==> src/rtl/rv_trace_pkg.sv <==
// rv_trace_pkg: state/mode encodings and record layout helpers for the commit trace buffer
package rv_trace_pkg;
  localparam logic [1:0] ST_IDLE = 2'd0;
  localparam logic [1:0] ST_CAPTURE = 2'd1;
  localparam logic [1:0] ST_POST = 2'd2;
  localparam logic [1:0] ST_DONE = 2'd3;
  localparam logic [1:0] MODE_WRAP = 2'd0;
  localparam logic [1:0] MODE_STOP_FULL = 2'd1;
  localparam logic [1:0] MODE_TRIGGER = 2'd2;
  function automatic int rec_w(input int xlen);
    return 2 * xlen + 38;
  endfunction
  function automatic int rec_wdata_lsb(input int xlen);
    return (xlen > 0) ? 1 : 1;
  endfunction
  function automatic int rec_rd_lsb(input int xlen);
    return xlen + 1;
  endfunction
  function automatic int rec_inst_lsb(input int xlen);
    return xlen + 6;
  endfunction
  function automatic int rec_pc_lsb(input int xlen);
    return xlen + 38;
  endfunction
endpackage

==> src/rtl/rv_trace_ram.sv <==
// rv_trace_ram: DEPTH x W storage, one synchronous write port, one asynchronous read port
module rv_trace_ram #(
  parameter int W = 102,
  parameter int DEPTH = 16,
  localparam int AW = $clog2(DEPTH)
) (
  input  logic          clk,
  input  logic          we,
  input  logic [AW-1:0] waddr,
  input  logic [W-1:0]  wdata,
  input  logic [AW-1:0] raddr,
  output logic [W-1:0]  rdata
);
  logic [W-1:0] mem [DEPTH];
  always_ff @(posedge clk)
    if (we) mem[waddr] <= wdata;
  assign rdata = mem[raddr];
endmodule

==> src/rtl/rv_commit_trace_buffer.sv <==
// rv_commit_trace_buffer: circular capture of retired instructions with wrap/stop-full/trigger modes
module rv_commit_trace_buffer
  import rv_trace_pkg::*;
#(
  parameter int XLEN = 32,
  parameter int DEPTH = 16,
  localparam int CW = $clog2(DEPTH) + 1
) (
  input  logic                 clk,
  input  logic                 reset,
  input  logic                 cap_valid,
  input  logic [XLEN-1:0]      cap_pc,
  input  logic [31:0]          cap_inst,
  input  logic [4:0]           cap_rd,
  input  logic [XLEN-1:0]      cap_wdata,
  input  logic                 cap_we,
  input  logic [1:0]           cfg_mode,
  input  logic [XLEN-1:0]      cfg_trig_pc,
  input  logic [CW-1:0]        cfg_post,
  input  logic                 arm,
  input  logic                 stop,
  output logic                 rd_valid,
  input  logic                 rd_ready,
  output logic [2*XLEN+37:0]   rd_data,
  output logic                 rd_last,
  output logic [CW-1:0]        count,
  output logic                 overflow,
  output logic [1:0]           state
);
  localparam int AW = $clog2(DEPTH);
  localparam int RW = rec_w(XLEN);
  logic [1:0] st, mode;
  logic [AW-1:0] wr_ptr, rd_ptr;
  logic [CW-1:0] cnt, post, post_cfg;
  logic [XLEN-1:0] trig;
  logic ovf, active, wr, full, hit, fill_done, post_done, pop;
  logic [RW-1:0] ram_q;
  assign active = st == ST_CAPTURE || st == ST_POST;
  assign wr = cap_valid && active;
  assign full = cnt == CW'(DEPTH);
  assign hit = st == ST_CAPTURE && mode == MODE_TRIGGER && cap_pc == trig;
  assign fill_done = mode == MODE_STOP_FULL && cnt == CW'(DEPTH - 1);
  assign post_done = st == ST_POST && post == CW'(1);
  assign pop = rd_valid && rd_ready;
  rv_trace_ram #(.W(RW), .DEPTH(DEPTH)) u_ram (
    .clk(clk),
    .we(wr && !arm),
    .waddr(wr_ptr),
    .wdata({cap_pc, cap_inst, cap_rd, cap_wdata, cap_we}),
    .raddr(rd_ptr),
    .rdata(ram_q)
  );
  always_ff @(posedge clk) begin
    if (!reset) begin
      st <= ST_IDLE;
      mode <= MODE_WRAP;
      wr_ptr <= '0;
      rd_ptr <= '0;
      cnt <= '0;
      post <= '0;
      post_cfg <= '0;
      trig <= '0;
      ovf <= 1'b0;
    end else if (arm) begin
      st <= ST_CAPTURE;
      mode <= cfg_mode;
      trig <= cfg_trig_pc;
      post_cfg <= cfg_post;
      wr_ptr <= '0;
      rd_ptr <= '0;
      cnt <= '0;
      ovf <= 1'b0;
    end else begin
      if (wr) begin
        wr_ptr <= wr_ptr + 1'b1;
        if (full) begin
          rd_ptr <= rd_ptr + 1'b1;
          ovf <= 1'b1;
        end else cnt <= cnt + 1'b1;
      end
      if (pop) begin
        rd_ptr <= rd_ptr + 1'b1;
        cnt <= cnt - 1'b1;
      end
      if (wr && hit) post <= post_cfg;
      else if (wr && st == ST_POST) post <= post - 1'b1;
      // stop wins over entering POST; the same-cycle capture is still recorded above
      if (active && (stop || (wr && (fill_done || post_done || (hit && post_cfg == '0)))))
        st <= ST_DONE;
      else if (wr && hit) st <= ST_POST;
    end
  end
  assign rd_valid = st == ST_DONE && cnt != '0;
  assign rd_data = rd_valid ? ram_q : '0;
  assign rd_last = rd_valid && cnt == CW'(1);
  assign count = cnt;
  assign overflow = ovf;
  assign state = st;
endmodule
==> config.mk <==
export PLATFORM = sky130hd
export DESIGN_NAME = rv_commit_trace_buffer
export DESIGN_NICKNAME = d
export VERILOG_FILES = /design/src/rtl/rv_trace_pkg.sv /design/src/rtl/rv_trace_ram.sv /design/src/rtl/rv_commit_trace_buffer.sv
export SDC_FILE = /design/constraint.sdc
export NUM_CORES = 1
export LEC_CHECK = 0
export CORE_MARGIN = 5
export CORE_UTILIZATION = 45
export DETAILED_ROUTE_END_ITERATION = 12
export GPL_TIMING_DRIVEN = 0
export HOLD_SLACK_MARGIN = 0.05
export PLACE_DENSITY_LB_ADDON = 0.3
export SYNTH_ARGS = -nofsm -noshare
export SYNTH_HDL_FRONTEND = slang
export SYNTH_SLANG_ARGS = --single-unit
==> constraint.sdc <==
create_clock -name clk -period 19 [get_ports clk]
set_clock_uncertainty 0.15 [all_clocks]
set_input_delay 2.85 -clock clk [delete_from_list [all_inputs] [get_ports clk]]
set_output_delay 2.85 -clock clk [all_outputs]
set_load 0.03 [all_outputs]
; ---- Word level (Yosys, flattened, before mapping)
; Memories as Yosys holds them, arrays and structs flattened. A register that Yosys moved wholly into a read port is not among the register bits.
; Index checks and enable logic that the tools add are counted.
[op_classes]
n_addsub = 5
eq_ne = 11
muxes = 16
bitwise = 2
n_reduce_logical = 31
[ops]
columns = operator, count
row1 = $mux 102, 1
row2 = $eq 32x32->1, 1
row3 = $mux 5, 5
row4 = $mux 4, 5
row5 = $logic_and 1x1->1, 14
row6 = $eq 5x1->1 const B, 2
row7 = $sub 5x1->5 const B, 2
row8 = $add 4x1->4 const B, 2
row9 = $reduce_and 2->1, 4
row10 = $reduce_bool 2->1, 4
row11 = $eq 2x2->1 const B, 3
row12 = $add 5x1->5 const B, 1
row13 = $eq 5x4->1 const B, 1
row14 = $eq 5x5->1 const B, 1
row15 = $logic_not 5->1, 1
row16 = $reduce_bool 5->1, 1
row17 = $eq 2x1->1 const B, 2
row18 = $logic_or 1x1->1, 4
row19 = $mux 2, 2
row20 = $mux 1, 3
row21 = $reduce_bool 3->1, 1
row22 = $ne 2x1->1 const B, 1
row23 = $not 1->1, 2
row24 = $reduce_or 2->1, 1
row25 = $logic_not 1->1, 1
[totals]
register_bits = 60
ram_bits = 1632
out_inout_bits = 112
elab_cells = 76
n_memories = 1
[mem_list]
columns = memory, depth, word_bits, read_ports, rd_ports_with_merged_regs, write_ports, line_no
row1 = u_ram.mem, 16, 102, 1, 1, 1, rv_trace_ram.sv:14  ; logic [W-1:0] mem [DEPTH];

; ---- Logic depth before layout (Yosys ltp)
; Gate-level depths: netlist of run 1.
[depth]
word_depth = 10
depth_mapped = 9
mapped_depth_nobuf = 9

; ---- Modules after synthesis
; Synthesis of run 1 repeated with hierarchy kept, for this count alone.
[unflattened]
cells_unflattened = 2943
hier_area_um2 = 64590.7
[by_module_without_submodules]
columns = mod, n_inst, cells_per_inst, area_per_inst_um2, seq_area_each_um2
row1 = rv_trace_ram, 1, 2508, 60917.2, 49007.0
row2 = rv_commit_trace_buffer, 1, 435, 3673.5, 1201.2

; ---- Least setup slack after synthesis of run 1
; No wires, ideal clock.
[synth_timing]
kind = input -> register
startpoint = in cap_valid
endpoint = mem u_ram.mem[7][0], enable pin
setup_ps = 813
arrival_time_ps = 13144
required_ps = 18037
path_slack_ps = 4893
stages = 4
path_buffers = 1
cell_sequence = nor2b_1 clkbuf_1 nand2_1 nor4_1
[synth_between]
elab_chain_len = 4
[synth_rtl]
columns = element, line_no
row1 = "start, declared", rv_commit_trace_buffer.sv:11  ; input logic cap_valid,
row2 = $logic_and 1x1->1, rv_commit_trace_buffer.sv:39  ; assign wr = cap_valid && active;
row3 = $logic_and 1x1->1, rv_commit_trace_buffer.sv:47  ; .we(wr && !arm),
row4 = $mux 1, rv_trace_ram.sv:16  ; if (we) mem[waddr] <= wdata;
row5 = $mux 1 (not written as such), rv_trace_ram.sv:16
row6 = "end, declared", rv_trace_ram.sv:14
; No other way between the ends.

==> results.py, run 1 <==
metrics = {
    "synth": {
        "yosysMostFrequentCell": "edfxtp_1",
        "syn_area_sq_um": 65000,
        "yosysTopAreaCellShare_pct": 75.4,
        "ys_ff_latch": 1696,
        "syn_avg_cell_area_sq_um": 23.8,
        "yosys_warnings": 0,
        "yosys.area.top_type": "edfxtp_1",
        "synth-seq-area-share_pct": 77.4,
        "ys_types": 44,
        "yosys_most_used_dff": "edfxtp_1",
        "synth_edf_count": 1632,
        "async_flop_share_pct": 0,
        "synthTopCellsByArea": "edfxtp_1, mux4_2, dfxtp_1",
        "syn_inst": 2727,
        "syn-num-nets": 2888,
        "synth_commonest_cells": "edfxtp_1, mux4_2, and2_1",
    },
    "final_layout": {
        "nets": 3538,
        "drive_gt1_share_pct": 29.6,
        "stdcell_count": 5427,
        "area_growth_syn_to_layout_pct": 19.9,
    },
    "detailed_routing": {
        "drtPass1Iterations": 6,
        "dr.first_iter.drc_count": 3524,
        "drc": 0,
        "routed_wl_mm": 164,
        "vias": 31600,
        "viasPerCell": 5.82,
        "wire_per_inst_microns": 30.2,
        "ant_nets": 0,
    },
    "sta": {
        "min_period_over_period_pct": 43.8,
        "tightest_slew_ps": 1460,
        "setup_tns_ps": 0,
        "finalHoldViolCount": 0,
        "worst_slew_margin_rel_pct": 2.55,
        "setup_viol": 0,
        "finalCriticalPeriod_ps": 8310,
        "drv_slew": 0,
        "rsz0062_at_grt": "no",
        "fmax_ghz": 0.120,
    },
    "placement": {
        "dp.cells": 5114,
        "gp_congestion": 0.783,
        "place.port_buffers": 258,
        "dpl.hpwl_mm": 110,
    },
    "power": {
        "p_clk_share_pct": 42.8,
        "p_int_w": 0.00601,
        "swShare_pct": 19.6,
        "p_leak_nw": 24.1,
        "peakVddDrop_mv": 0.0908,
        "power_w": 0.00747,
        "pwr-share-seq_pct": 55.1,
        "netSwitchingPower_w": 0.00146,
        "powerDensity_nw_per_um2": 96.0,
        "power_frac_comb_pct": 2.1,
    },
    "clock_network": {
        "cts-buffers-inserted": 164,
        "post_cts_buffers": 0,
        "clockRootBuffer": "clkbuf_16",
        "cts.clk_slew.worst_paths_ps": 60,
        "cts_resized": 0,
        "htree_levels": 4,
        "insertion_delay_ps": 770,
        "clock_tree.buffer_depth": 3,
        "cts_sinks": 1696,
        "hold_buffers": 0,
        "cts_tree": "yes",
    },
    "critical_path": {
        "max_stage_delay_ps": 1120,
        "cp_cell_sequence": "buf_2, clkbuf_1, clkbuf_1, mux4_2, mux4_2, and2_1, clkdlybuf4s50_1",
        "cp.arrival_ps": 5310,
        "path_depth": 7,
        "cp_top_family": "buffers and inverters",
        "cp_num_buf_inv": 4,
        "crit_fanout": 10,
        "critPathLaunchType": "register",
        "critPathSlowestCell": "clkbuf_1",
        "rr_worst_depth": 9,
        "critPathKind": "reg2out",
        "setup.worst_path.end_class": "output pin",
        "required_ps": 16000,
    },
    "run_status": {
        "status": "complete, no violations",
    },
    "grt": {
        "track_usage_pct": 21.5,
        "grtUsageMet3_pct": 4.57,
        "grt_pass1_wl_mm": 235,
        "grt_pass1_vias": 33100,
        "busiest_layer": "met2",
        "overflow": 0,
        "met2_usage_pct": 35.5,
        "grt_max_degree": 22,
        "use_met1_pct": 29.4,
        "antenna_found_initial": 15,
    },
    "die": {
        "io_pins": 259,
        "coreArea_sq_um": 143000,
        "die_area_sq_um": 152000,
        "start_util_pct": 45.3,
        "die_height_microns": 390,
        "num_rows": 139,
        "fp.dieW_microns": 390,
    },
    "hold_path": {
        "hold_depth": 2,
        "min_path_type": "reg2reg",
    },
    "flow_run": {
        "cap_violations": 0,
    },
}
worst min-delay path: stages, from the launching register on:
cell	delay, ps
dfxtp_1	330
nand2_1	60
o22ai_1	60
cells in the final DEF, fill, tap and decap left out, types with 7 or more instances in the layout:
cell type,Yosys,routed
and2_1,102,102
buf_12,0,24
buf_16,0,9
buf_2,30,30
buf_4,0,109
buf_6,15,96
bufinv_16,0,14
clkbuf_1,88,122
clkbuf_16,0,169
clkdlybuf4s50_1,0,258
clkinv_1,0,31
clkinv_2,0,31
clkinvlp_4,0,8
dfxtp_1,64,64
diode_2,0,11
edfxtp_1,1632,1632
ha_1,14,14
inv_1,14,14
mux2i_1,44,44
mux4_2,510,510
nand2_1,19,19
nand4_1,12,12
nor2_1,69,63
nor4_2,1,7
xnor2_1,37,37
cell type report:
cell class	count	area, sq um
Fill cell	10500	65600
Sequential cell	1696	50300
Inverter	14	52.6
Tap cell	1903	2380
Clock buffer	207	4400
Buffer	139	673
Antenna cell	11	27.5
Timing Repair Buffer	484	5090
Clock inverter	95	890
Multi-Input combinational cell	878	14100
routing by layer:
layer  vias to the layer above  wire length (microns)
met1                     16900                  64300
met2                      1509                  81900
met5                         -                      0
met3                       199                  13700
li1                      12900                      -
met4                         0                   3890
cell families (layout without fill, tap and decap cells):
family,after synthesis,in the layout,share of synthesized area [%]
AOI/OAI and AO/OA,28,28,0.281
xor gates and xnor gates,41,41,0.553
adders and majority gates,14,14,0.270
buffers and inverters,153,939,1.12
DFF,1696,1696,77.4
muxes,554,554,18.4
other,0,11,0
and+or+nand+nor,241,241,2.01
power by group through the flow:
stage	combinational [W]	sequential, W	clock, W
final	0.000157	0.00412	0.00320
after floorplan	0.0000513	0.00420	0
after global placement	0.000141	0.00420	0
after detailed placement	0.000156	0.00420	0
after global routing	0.000168	0.00412	0.00341
after CTS	0.000157	0.00412	0.00325
worst paths after layout:
kind / startpoint / end / slack, ps
max: register / rd_data[20] / 10690
max reg2reg: state[0] / u_ram.mem[13][27] / 14820
min: post[4] / post[4] / 360
min reg2reg: post[4] / post[4] / 360
stage by stage:
stage	hold slack (ps)	setup slack, ps	utilization, %	cell area (sq um)
2_1_floorplan	294	4890	-	65000
3_3_place_gp	314	-9430	48.7	69900
3_5_place_dp	343	11570	50.6	72500
4_1_cts	352	10700	54.2	77800
5_1_grt	377	10660	54.3	77800
6_report	361	10690	54.3	77900
sequential cells by signal (all words and copies together), names as in the netlist, named ones only:
| register | flops |
|---|---|
| count | 5 |
| mode | 2 |
| overflow | 1 |
| post | 5 |
| post_cfg | 5 |
| rd_ptr | 4 |
| state | 2 |
| trig | 32 |
| u_ram.mem | 1632 |
| wr_ptr | 4 |
No activity file was read; power rests on OpenSTA's default activity.
==> inputs of run 2 (changes only) <==
- clock period: 19 -> 7.3 ns (I/O delays scaled with it)
==> results.py, run 2 (synthesis gave the netlist of run 1 again) <==
metrics = {
    "run_status": {
        "status": "complete, no violations",
    },
    "clock_network": {
        "htree_levels": 4,
        "clock_tree.buffer_depth": 3,
        "clockRootBuffer": "clkbuf_16",
        "post_cts_buffers": 0,
        "cts_sinks": 1696,
        "cts_tree": "yes",
        "cts_resized": 0,
        "cts.clk_slew.worst_paths_ps": 60,
        "cts-buffers-inserted": 166,
        "hold_buffers": 0,
        "insertion_delay_ps": 790,
    },
    "placement": {
        "place.port_buffers": 258,
        "dpl.hpwl_mm": 109,
        "placed_area_sq_um": 72300,
        "gp_congestion": 0.782,
        "pre_cts_slack_ps": 1650,
    },
    "detailed_routing": {
        "viasPerCell": 5.84,
        "ant_nets": 0,
        "drc": 0,
        "dr.first_iter.drc_count": 3346,
        "routed_wl_mm": 164,
        "wire_per_inst_microns": 30.6,
        "vias": 31400,
        "drtPass1Iterations": 5,
    },
    "hold_path": {
        "min_path_type": "reg2reg",
        "hold_end": "post[4]",
        "hp-start": "post[4]",
        "hold_depth": 2,
    },
    "sta": {
        "finalHoldViolCount": 0,
        "rsz0062_at_grt": "no",
        "finalCriticalPeriod_ps": 6450,
        "tightest_slew_ps": 1320,
        "setup_tns_ps": 0,
        "setup_slack_ps": 854,
        "fmax_ghz": 0.155,
        "worst_slew_margin_rel_pct": 12.0,
        "min_period_over_period_pct": 88.3,
        "drv_slew": 0,
        "setup_viol": 0,
        "finalHoldWorstSlack_ps": 340,
    },
    "critical_path": {
        "critPathKind": "reg2out",
        "r2r-end": "u_ram.mem[13][53]",
        "max_stage_delay_ps": 970,
        "critPathLaunchType": "register",
        "cp_cell_sequence": "buf_2, clkbuf_1, buf_1, mux4_2, mux4_2, and2_1, clkdlybuf4s50_1",
        "required_ps": 6050,
        "crit_fanout": 10,
        "cp.arrival_ps": 5200,
        "crit_top_cell": "mux4_2",
        "critPathSlowestCell": "clkbuf_1",
        "cp_num_buf_inv": 4,
        "r2r-start": "state[0]",
        "cp_top_family": "buffers and inverters",
        "setup.worst_path.end_class": "output pin",
        "reg2reg_slack_ps": 3060,
        "rr_worst_depth": 10,
    },
    "power": {
        "swShare_pct": 19.5,
        "pwr-share-seq_pct": 54.8,
        "power_w": 0.0196,
        "p_int_w": 0.0157,
        "powerDensity_nw_per_um2": 252,
        "power_frac_comb_pct": 2.1,
        "netSwitchingPower_w": 0.00382,
        "p_leak_nw": 23.9,
        "peakVddDrop_mv": 0.165,
        "p_clk_share_pct": 43.2,
    },
    "final_layout": {
        "seqCellArea_sq_um": 50300,
        "stdcell_area_sq_um": 77800,
        "reg_top3": "u_ram.mem (1632), trig (32)",
        "area_growth_syn_to_layout_pct": 19.7,
        "nets": 3481,
        "largest_register_ffs": 1632,
        "multi_input_area_sq_um": 14100,
        "drive_gt1_share_pct": 28.4,
        "mostFrequentLayoutCell": "edfxtp_1",
        "layout_common_cells": "edfxtp_1, mux4_2, clkdlybuf4s50_1",
        "fillers": 10500,
        "regMostFlops": "u_ram.mem",
    },
    "die": {
        "coreArea_sq_um": 143000,
        "io_pins": 259,
        "die_area_sq_um": 152000,
        "fp.dieW_microns": 390,
        "num_rows": 139,
        "die_height_microns": 390,
        "start_util_pct": 45.3,
    },
    "grt": {
        "grt_max_degree": 22,
        "antenna_found_initial": 13,
        "grt_pass1_wl_mm": 235,
        "grt_pass1_vias": 33000,
        "overflow": 0,
        "track_usage_pct": 21.6,
    },
    "flow_run": {
        "cap_violations": 0,
    },
}
[run 2: worst reg2reg max path, stage by stage, from the launching register on]
cell	delay (ps)
dfxtp_1	430
inv_1	70
ha_1	340
nor2b_1	290
clkbuf_1	420
nand2_1	300
or3_1	530
nor2_4	650
buf_12	300
buf_12	220
buf_16	210
[run 2: power by group through the flow]
stage               clock network [W]  registers (W)  logic [W]
finish                        0.00844         0.0107   0.000404
global route                  0.00900         0.0107   0.000434
CTS                           0.00858         0.0107   0.000406
detailed placement                  0         0.0109   0.000404
global placement                    0         0.0109   0.000367
floorplan                           0         0.0109   0.000134
[run 2: stage by stage]
stage / std cells / utilization, %
2_1_floorplan: 2727 / -
3_3_place_gp: 4888 / 48.8
3_5_place_dp: 5055 / 50.4
4_1_cts: 5359 / 54.2
5_1_grt: 5359 / 54.2
6_report: 5364 / 54.2
[run 2: metal layers]
layer  part of all wire (%)  routed length, microns  up-vias  GRT usage, %
li1                       -                       -    12800             -
met1                     39                   64700    16800          29.5
met2                     50                   82800     1496          36.1
met3                    8.0                   13200      228          4.61
met4                    2.2                    3660        2          5.22
met5                 0.0024                       4        -             0
[run 2: layout make-up]
type                       instances  share of cell area [%]
multi-input combinational        878                    18.1
inverter                          14                  0.0676
sequential                      1696                    64.7
buffer                           139                   0.866
timing repair buffer             425                    6.23
clock inverter                   102                    1.26
antenna                            5                  0.0161
clock buffer                     202                    5.68
tap                             1903                    3.06
[run 2: how the worst max path moves through the flow]
stage,startpoint,endpoint,slack [ps],cells past startpoint
final,register,rd_data[94],850,7
after CTS,register,rd_data[94],770,7
after detailed placement,register,rd_data[96],1650,7
after floorplan,arm,u_ram.mem[10][0],-2210,4
after global placement,cap_valid,u_ram.mem[10][29],-13320,5
after global routing,register,rd_data[96],680,7
